File: src/rtl/pio_pkg.sv
// pio_pkg: shared types and constants for the PIO clock-divider control path.
//   clkdiv_state_t : per-state-machine divider sequencing state
//   clkdiv_div_t   : 16.8 fixed-point divisor layout
//   div_illegal()  : true for a divisor with zero integer and non-zero fraction
package pio_pkg;

  localparam int unsigned DIV_INT_W  = 16;
  localparam int unsigned DIV_FRAC_W = 8;
  localparam int unsigned DIV_W      = DIV_INT_W + DIV_FRAC_W;
  localparam int unsigned SM_IDX_W   = 2;
  localparam logic [DIV_W-1:0] DIV_RESET = 24'h000100;

  typedef enum logic [1:0] {
    OFF  = 2'd0,
    RUN  = 2'd1,
    PEND = 2'd2,
    RST  = 2'd3
  } clkdiv_state_t;

  typedef struct packed {
    logic [DIV_INT_W-1:0]  int_part;
    logic [DIV_FRAC_W-1:0] frac;
  } clkdiv_div_t;

  // Integer part 0 means /65536 only when the fraction is also 0.
  function automatic logic div_illegal(input clkdiv_div_t d);
    return (d.int_part == '0) && (d.frac != '0);
  endfunction

endpackage

File: src/rtl/pio_clkdiv_slot.sv
// pio_clkdiv_slot: divisor sequencing for one state machine.
//   cfg_we/cfg_div        legal divisor write targeted at this slot
//   ctrl_we/enable/restart control strobe and this slot's ctrl bits
//   penable_in            penable from this slot's divider
//   div                   active divisor to the divider
//   div_reset             divider synchronous reset (OFF or RST)
//   penable               gated penable to the state machine (combinational)
//   enabled, pending      state decodes (RUN/PEND/RST, PEND)
module pio_clkdiv_slot
  import pio_pkg::*;
(
  input  logic             clk,
  input  logic             reset,
  input  logic             cfg_we,
  input  logic [DIV_W-1:0] cfg_div,
  input  logic             ctrl_we,
  input  logic             enable,
  input  logic             restart,
  input  logic             penable_in,
  output logic [DIV_W-1:0] div,
  output logic             div_reset,
  output logic             penable,
  output logic             enabled,
  output logic             pending
);

  clkdiv_state_t    state, state_n;
  logic [DIV_W-1:0] active, active_n;
  logic [DIV_W-1:0] shadow, shadow_n;
  logic             dis_req, rst_req;

  assign dis_req = ctrl_we && !enable;
  assign rst_req = ctrl_we && enable && restart;

  // State and divisor registers
  always_ff @(posedge clk) begin
    if (reset) begin
      state  <= OFF;
      active <= DIV_RESET;
      shadow <= DIV_RESET;
    end else begin
      state  <= state_n;
      active <= active_n;
      shadow <= shadow_n;
    end
  end

  // Next state and divisor selection; disable beats restart beats cfg
  always_comb begin
    state_n  = state;
    active_n = active;
    shadow_n = shadow;
    case (state)
      OFF: begin
        if (cfg_we) begin
          active_n = cfg_div;
          shadow_n = cfg_div;
        end
        if (ctrl_we && enable) state_n = RUN;
      end
      RUN, PEND: begin
        if (dis_req || rst_req) begin
          state_n = dis_req ? OFF : RST;
          // A coincident write is newest; otherwise flush any pending shadow.
          if (cfg_we)              active_n = cfg_div;
          else if (state == PEND)  active_n = shadow;
          shadow_n = active_n;
        end else if (cfg_we) begin
          // Held in PEND even if penable coincides; applies on the next one.
          shadow_n = cfg_div;
          state_n  = PEND;
        end else if (state == PEND && penable_in) begin
          active_n = shadow;
          state_n  = RUN;
        end
      end
      RST: begin
        if (cfg_we) begin
          active_n = cfg_div;
          shadow_n = cfg_div;
        end
        state_n = dis_req ? OFF : RUN;
      end
      default: state_n = OFF;
    endcase
  end

  assign div       = active;
  assign div_reset = (state == OFF) || (state == RST);
  assign penable   = penable_in && ((state == RUN) || (state == PEND));
  assign enabled   = (state != OFF);
  assign pending   = (state == PEND);

endmodule

File: src/rtl/pio_clkdiv_ctrl.sv
// pio_clkdiv_ctrl: clock-divider configuration/sequencing for NUM_SM state machines.
//   cfg_we/cfg_sm/cfg_div        divisor write strobe, target SM, divisor
//   ctrl_we/ctrl_enable/ctrl_restart  control strobe with per-SM enable/restart
//   div_penable_in               penable from each divider instance
//   div_out                      active divisor per SM (SM i at [i*DIV_W +: DIV_W])
//   div_reset                    divider synchronous reset per SM
//   sm_penable                   gated penable per SM (zero latency)
//   sm_enabled, upd_pending      per-SM status
//   cfg_err                      1-cycle pulse after an illegal divisor write
module pio_clkdiv_ctrl
  import pio_pkg::*;
#(
  parameter int unsigned NUM_SM = 4
) (
  input  logic                    clk,
  input  logic                    reset,
  input  logic                    cfg_we,
  input  logic [SM_IDX_W-1:0]     cfg_sm,
  input  logic [DIV_W-1:0]        cfg_div,
  input  logic                    ctrl_we,
  input  logic [NUM_SM-1:0]       ctrl_enable,
  input  logic [NUM_SM-1:0]       ctrl_restart,
  input  logic [NUM_SM-1:0]       div_penable_in,
  output logic [NUM_SM*DIV_W-1:0] div_out,
  output logic [NUM_SM-1:0]       div_reset,
  output logic [NUM_SM-1:0]       sm_penable,
  output logic [NUM_SM-1:0]       sm_enabled,
  output logic [NUM_SM-1:0]       upd_pending,
  output logic                    cfg_err
);

  logic              illegal;
  logic [NUM_SM-1:0] slot_we;
  logic [NUM_SM-1:0] slot_err;

  assign illegal = div_illegal(clkdiv_div_t'(cfg_div));

  // Index decode; an index with no slot matches nothing and is silently dropped.
  always_comb begin
    slot_we  = '0;
    slot_err = '0;
    for (int i = 0; i < int'(NUM_SM); i++) begin
      if (cfg_we && (cfg_sm == SM_IDX_W'(i))) begin
        slot_we[i]  = !illegal;
        slot_err[i] = illegal;
      end
    end
  end

  // Error pulse register
  always_ff @(posedge clk) begin
    if (reset) cfg_err <= 1'b0;
    else       cfg_err <= |slot_err;
  end

  for (genvar g = 0; g < int'(NUM_SM); g++) begin : g_slot
    pio_clkdiv_slot u_slot (
      .clk        (clk),
      .reset      (reset),
      .cfg_we     (slot_we[g]),
      .cfg_div    (cfg_div),
      .ctrl_we    (ctrl_we),
      .enable     (ctrl_enable[g]),
      .restart    (ctrl_restart[g]),
      .penable_in (div_penable_in[g]),
      .div        (div_out[g*DIV_W +: DIV_W]),
      .div_reset  (div_reset[g]),
      .penable    (sm_penable[g]),
      .enabled    (sm_enabled[g]),
      .pending    (upd_pending[g])
    );
  end

endmodule

File: config.mk
export PLATFORM = sky130hd
export DESIGN_NAME = pio_clkdiv_ctrl
export DESIGN_NICKNAME = d
export VERILOG_FILES = /design/src/rtl/pio_pkg.sv /design/src/rtl/pio_clkdiv_slot.sv /design/src/rtl/pio_clkdiv_ctrl.sv
export SDC_FILE = /design/constraint.sdc
export NUM_CORES = 1
export LEC_CHECK = 0
export ABC_AREA = 0
export BUFFER_PORTS_ARGS = -buffer_cell sky130_fd_sc_hd__buf_2
export CAP_MARGIN = 25
export CORE_MARGIN = 2
export CORE_UTILIZATION = 45
export DETAILED_ROUTE_END_ITERATION = 8
export PLACE_DENSITY = 0.67
export RECOVER_POWER = 25
export SLEW_MARGIN = 10
export SYNTH_ARGS = -nofsm -noshare
export SYNTH_HDL_FRONTEND = slang
export SYNTH_SLANG_ARGS = --single-unit
export TNS_END_PERCENT = 1
File: constraint.sdc
create_clock -name clk -period 2.1 [get_ports clk]
set_clock_uncertainty 0.05 [all_clocks]
set_input_delay 0.105 -clock clk [delete_from_list [all_inputs] [get_ports clk]]
set_output_delay 0.105 -clock clk [all_outputs]
set_load 0.005 [all_outputs]
Word level (Yosys, flattened, before mapping)
Index checks and enable logic that the tools add are counted.
{"block": "totals", "register_bits": 201, "input_bits": 42, "output_inout_bits": 113, "elab_cells": 194}
{"block": "classes", "n_reduce_logical": 70, "muxes": 76, "eq_ne": 35}
{"operator": "24-bit two-way mux", "n": 32}
{"operator": "24-bit case mux with 2 select lines", "n": 8}
{"operator": "2-bit two-way mux", "n": 20}
{"operator": "1-bit logical AND", "n": 25}
{"operator": "2-bit case mux with 3 select lines", "n": 4}
{"operator": "2-bit equality test, second input constant", "n": 10}
{"operator": "16-bit zero test", "n": 1}
{"operator": "2-bit by 1-bit inequality test with 1-bit output, second input constant", "n": 8}
{"operator": "4-bit by 1-bit inequality test with 1-bit output, second input constant", "n": 4}
{"operator": "2-bit OR reduction", "n": 8}
{"operator": "1-bit logical OR", "n": 12}
{"operator": "1-bit two-way mux", "n": 12}
{"operator": "3-bit by 1-bit inequality test with 1-bit output, second input constant", "n": 4}
{"operator": "3-bit inequality test, second input constant", "n": 4}
{"operator": "3-bit AND reduction", "n": 4}
{"operator": "2-bit by 1-bit equality test with 1-bit output, second input constant", "n": 5}
{"operator": "2-bit zero test", "n": 5}
{"operator": "2-bit AND reduction", "n": 4}
{"operator": "2-bit nonzero test", "n": 4}
{"operator": "8-bit nonzero test", "n": 1}
{"operator": "1-bit zero test", "n": 5}
{"operator": "4-bit OR reduction", "n": 1}

Logic depth before layout (Yosys ltp)
{"block": "logic_depth", "depth_word": 7, "ltp_mapped": 10}

Hierarchy
A second synthesis with hierarchy kept.
{"block": "hier_totals", "cells_unflattened": 1509, "hier_area_um2": 12441.9}
{"module": "pio_clkdiv_slot (g_slot[0].u_slot ...)", "n_inst": 3, "cells_per_inst": 379, "area_each_um2": 3098.0}
{"module": "pio_clkdiv_slot (g_slot[3].u_slot)", "n_inst": 1, "cells_per_inst": 353, "area_each_um2": 3014.1}
{"module": "pio_clkdiv_ctrl", "n_inst": 1, "cells_per_inst": 19, "area_each_um2": 133.9}

Least setup slack after synthesis
No wires, ideal clock.
{"block": "synth_path", "kind": "register to register", "startpoint": "register g_slot[0].u_slot.state[1]", "endpoint": "register g_slot[0].u_slot.active[23]", "t_arrival_ps": 2137, "required_time_ps": 1949, "path_buffers": 2, "path_stages_with_launch": 11, "path_slack_ps": -188, "cell_sequence": "dfxtp_1 -> inv_1 -> ha_1 -> clkbuf_1 -> clkinv_1 -> a21oi_1 -> nand2_1 -> o221ai_1 -> clkbuf_1 -> nand3_1 -> o41ai_1"}
{"block": "synth_between", "elab_chain_len": 5, "word_cells_on_any_way": 15}
{"element": "start: declaration", "line": "pio_clkdiv_slot.sv:27", "text": "clkdiv_state_t state, state_n;"}
{"element": "start signal: assignment", "line": "pio_clkdiv_slot.sv:42", "text": "state <= state_n;"}
{"element": "2-bit equality test", "line": "pio_clkdiv_slot.sv:53, pio_clkdiv_slot.sv:66, pio_clkdiv_slot.sv:72"}
{"element": "24-bit two-way mux", "line": "pio_clkdiv_slot.sv:66", "text": "else if (state == PEND) active_n = shadow;"}
{"element": "24-bit two-way mux", "line": "pio_clkdiv_slot.sv:65", "text": "if (cfg_we) active_n = cfg_div;"}
{"element": "24-bit two-way mux", "line": "pio_clkdiv_slot.sv:62", "text": "if (dis_req || rst_req) begin"}
{"element": "24-bit case mux with 2 select lines", "line": "pio_clkdiv_slot.sv:53", "text": "case (state)"}
{"element": "end signal: assignment", "line": "pio_clkdiv_slot.sv:43", "text": "active <= active_n;"}
{"element": "end: declaration", "line": "pio_clkdiv_slot.sv:28", "text": "logic [DIV_W-1:0] active, active_n;"}
Parallel ways exist; a longest one is shown, timed or not.
A chain may end at the register's enable or synchronous reset.

Final worst setup path
{"block": "layout_path", "startpoint": "register g_slot[2].u_slot.state[1]", "endpoint": "register g_slot[2].u_slot.active[20]"}
{"block": "layout_between", "elab_chain_len": 5, "word_cells_on_any_way": 15}
{"element": "start: declaration", "line": "pio_clkdiv_slot.sv:27"}
{"element": "start signal: assignment", "line": "pio_clkdiv_slot.sv:42"}
{"element": "2-bit equality test", "line": "pio_clkdiv_slot.sv:53, pio_clkdiv_slot.sv:66, pio_clkdiv_slot.sv:72"}
{"element": "24-bit two-way mux", "line": "pio_clkdiv_slot.sv:66"}
{"element": "24-bit two-way mux", "line": "pio_clkdiv_slot.sv:65"}
{"element": "24-bit two-way mux", "line": "pio_clkdiv_slot.sv:62"}
{"element": "24-bit case mux with 2 select lines", "line": "pio_clkdiv_slot.sv:53"}
{"element": "end signal: assignment", "line": "pio_clkdiv_slot.sv:43"}
{"element": "end: declaration", "line": "pio_clkdiv_slot.sv:28"}
Parallel ways exist; a longest one is shown, timed or not.

==> impl_results.md <==
* Class of the worst hold path: in -> reg
* Post-synthesis cell type count at 67
* Slowest-stage cell, CP: a221oi_4
* Final routed DRC violation total at 0
* Count of pins over their slew limit at 0
* Transition time of the tightest slew-check pin at roughly 0.7 ns
* Number of nets in the synthesized netlist at 1651
* Status: finished, violations left
* Standard cell core area at 27000 um2
* Element type at the critical path end: flop
* Synth Register Bits at 201
* Clock buffer count from CTS at 24
* Worst-path fanout max at 7
* Later-pin clock latency in the skew report at 0.53 ns
* Max-capacitance violation count at 0
* Largest net degree at the start of global routing at 54
* Wire per inst at 21.3 um
* Half-perimeter wire length after detailed placement at 28500 um
* Part of the Yosys area used for sequential elements at 0.325
* Summed instance area of the synthesized netlist at between 10000 and 15000 um2
* Data arrival at the endpoint of the critical path at 2.51 ns
* Post-layout utilization of the core at 0.581
* # setup viols final at 1
* Signed area change from the synthesized netlist to the final layout at 26.4%
* Num Clock Sinks at 201
* Initial DRC count at 1183
* Psw at 4.33 mW
* Weighted congestion at the end of routability-driven global placement at 0.873
* Reg2reg path depth at 7
* Quantity of I/O buffers inserted on ports at approximately 150
* Clock slew at the register clock pins of the worst setup and hold paths at roughly 0.060 ns
* Register-to-Register Setup Slack at -0.009 ns
* Worst setup path endpoint: g_slot[2].u_slot.div[20]$_SDFFE_PP0P_
* Cells after Synth at between 1500 and 2000
* Number of antenna violations at the first check in global routing at 2
* Die ar. at 28900 um2
* Global-route total usage across every layer at 0.297
* Power density over cell area at between 800 and 900 nW/um2
* Lkg Pwr at 5.93 nW
* Post-route ant nets at 0
* Initial Util at 0.459
* Hold Fails Final Rpt at 0
* Post-synthesis async set-or-reset flop share at 0
* Critical Path, Cell by Cell: buf_4, ha_4, mux2i_4, a221oi_4, clkbuf_16, o21ai_0, a31oi_1
* Sw Ratio at 0.326
* Max transition margin at 0.545
* Wire length reported by the detailed router at 45400 um
* Predominant post-synthesis flop cell: dfxtp_1
* Number of cell rows at 60
* Height of the chip at between 150 and 200 um
* Clock period minus worst slack at 2.11 ns
* Global-route wire length before repair at 68800 um
* Maximum level of the CTS H-tree at 1
* Number of nets in the layout at 1831
* Launch point of the critical path: g_slot[2].u_slot.state[1]$_SDFFE_PP0P_
* Violated checks: setup timing
* Top-Level Pins at 155
* Capturing point of the worst reg2reg path: g_slot[2].u_slot.div[20]$_SDFFE_PP0P_
* Worst setup path class: reg -> reg
* Final-layout fill cell count at 2357
* CP peak stage delay at about 0.61 ns
* Post-Synthesis Mean Instance Area at 7.79 um2
* VDD IR-drop max at 476 uV
* Die width at approximately 170 um
* Leading area contributor after synthesis: dfxtp_1
* Top achievable clock speed at 474 MHz
* CTS root buffer: clkbuf_16
* Worst r2r src: g_slot[2].u_slot.state[1]$_SDFFE_PP0P_
* Dpl ws at -0.451 ns
* Setup slack after layout at -0.00856 ns
* Number of enable-type register cells in the synthesized netlist at 0
* Share of layout cells above drive strength 1 at 0.242
* Share of total power in sequential cells at 0.357
* Internal cell power at 8.95 mW
* Via density per instance at about 6.4
* Launching element type of the critical path: flop
* Top area cells in the synthesized netlist: dfxtp_1 33%, mux2i_1 6.5%, nor2_1 5.4%
* Number of iterations in the first detailed-routing pass at 5
* Number of global-route vias before repair at 12500
* Unrepaired setup endpoints after global routing: yes
* Count of synthesis-stage warnings from yosys at 0
* Period utilization at 1.00
* CTS max path bufs at 3
* Via count at 13600
* Total overflow reported by the global router at 0
* Clock Power Share at 0.355
* Required time reported for the critical path endpoint at 2.50 ns
* Portion of synthesized cell area occupied by the leading cell type at 0.325
* Clock tree from TritonCTS: yes
* Combinational fraction of design power at 0.288
## routing by layer
layer,global-route usage,vias to the layer above,wire length (um)
li1,-,6277,-
met1,0.406,6438,19200
met2,0.454,745,19600
met3,0.0463,126,4180
met4,0.156,2,2400
met5,0,-,13
## critical path, delay by kind of cell, from the launching register on
| family | cells | cell delay [ns] |
|---|---|---|
| compound gates | 3 | 0.86 |
| fa+ha+maj | 1 | 0.17 |
| buf+inv | 2 | 0.43 |
| flops | 1 | 0.31 |
| mux | 1 | 0.21 |
## worst min path at each step
stage                            from                                      to  slack, ns  cells after the start
after floorplan                cfg_we                      cfg_err$_SDFF_PP0_       0.20                      1
after global placement         cfg_we                      cfg_err$_SDFF_PP0_       0.36                      2
after detailed placement       cfg_we                      cfg_err$_SDFF_PP0_       0.37                      2
after CTS                 cfg_div[10]  g_slot[3].u_slot.shadow[10]$_SDFF_PP0_       0.03                      4
after global routing      cfg_div[10]  g_slot[3].u_slot.shadow[10]$_SDFF_PP0_       0.04                      4
final                     cfg_div[10]  g_slot[3].u_slot.shadow[10]$_SDFF_PP0_       0.03                      4
## per-stage QoR
| stage | instances | setup TNS (ns) | area [um2] | power, mW | hold WS [ns] |
|---|---|---|---|---|---|
| finish | 2129 | -0.00856 | 15600 | 13.3 | 0.0260 |
| global route | 2128 | -0.805 | 15600 | 13.8 | 0.0359 |
| CTS | 2121 | -1.25 | 15300 | 13.0 | 0.0251 |
| detailed placement | 2065 | -41.39 | 14300 | 8.29 | 0.370 |
| global placement | 2065 | -41.18 | 14300 | 8.20 | 0.363 |
| floorplan | 1589 | -0.693 | 12400 | 6.82 | 0.201 |
## power groups by stage
stage,clock network (mW),registers (mW),logic (mW)
floorplan,0,4.71,2.11
global placement,0,4.78,3.42
detailed placement,0,4.80,3.49
CTS,4.75,4.72,3.56
global route,4.89,4.79,4.14
finish,4.71,4.74,3.82
## cell usage after synthesis, types with 13 or more instances
| cell type | count |
|---|---|
| a32o_1 | 17 |
| o211ai_1 | 13 |
| mux2i_1 | 81 |
| nor2_1 | 177 |
| o22ai_1 | 28 |
| clkbuf_1 | 126 |
| nor3_1 | 46 |
| nand2_1 | 155 |
| buf_4 | 25 |
| a31oi_1 | 48 |
| nand3_1 | 31 |
| a211oi_1 | 62 |
| ha_1 | 20 |
| inv_1 | 19 |
| mux2_2 | 20 |
| a311oi_1 | 63 |
| o2bb2ai_1 | 13 |
| dfxtp_1 | 201 |
| a2111oi_0 | 15 |
| and3_1 | 60 |
| o21a_1 | 15 |
| buf_2 | 38 |
| a21oi_1 | 109 |
| o21ai_0 | 78 |
| o221a_2 | 13 |
## cell usage in the layout, fill, tap and decap left out, types with 15 or more instances in the layout
cell type | Yosys | routed
clkbuf_16 | 0 | 29
a311oi_1 | 63 | 63
mux2i_1 | 81 | 80
a21oi_1 | 109 | 106
a211oi_1 | 62 | 61
nand3_1 | 31 | 29
buf_4 | 25 | 155
o21ai_0 | 78 | 73
clkbuf_1 | 126 | 36
and3_1 | 60 | 60
mux2_2 | 20 | 20
nand2_1 | 155 | 155
nor2_1 | 177 | 175
dfxtp_1 | 201 | 200
nor3_1 | 46 | 45
buf_12 | 0 | 20
a32o_1 | 17 | 17
o21a_1 | 15 | 15
buf_2 | 38 | 120
a31oi_1 | 48 | 48
o22ai_1 | 28 | 28
## cells by family after synthesis
group                    synth area share
buffers and inverters              0.0787
adder cells (fa/ha/maj)            0.0202
flip-flops                          0.325
AND/OR/NAND/NOR                     0.185
multiplexers                       0.0837
AO/OA/AOI/OAI                       0.308
## registers in the layout, indices dropped and copies added, names as in the netlist
signal                flops
cfg_err                   1
g_slot.u_slot.shadow     96
g_slot.u_slot.div        96
g_slot.u_slot.state       8
## timing repair
action | 4_1_cts | 5_1_grt
setup buffers | 3 | 0
gates cloned | 0 | 7
resized for setup | 8 | 62
setup endpoints to repair | 60 | 162
pin swaps | 1 | 4
endpoints found under the hold margin | 19 | 0
hold buffers | 9 | 0
## area by class of cell
class / instances / area, um2 / share of cell area
sequential: 201 / 4030 / 0.257
multi-input combinational: 1169 / 7620 / 0.487
tap: 341 / 427 / 0.0273
inverter: 23 / 92.6 / 0.00592
antenna: 1 / 2.50 / 0.000160
clock inverter: 10 / 178 / 0.0114
clock buffer: 34 / 709 / 0.0453
timing repair buffer: 350 / 2590 / 0.166
(Power assumes the default switching activity.)
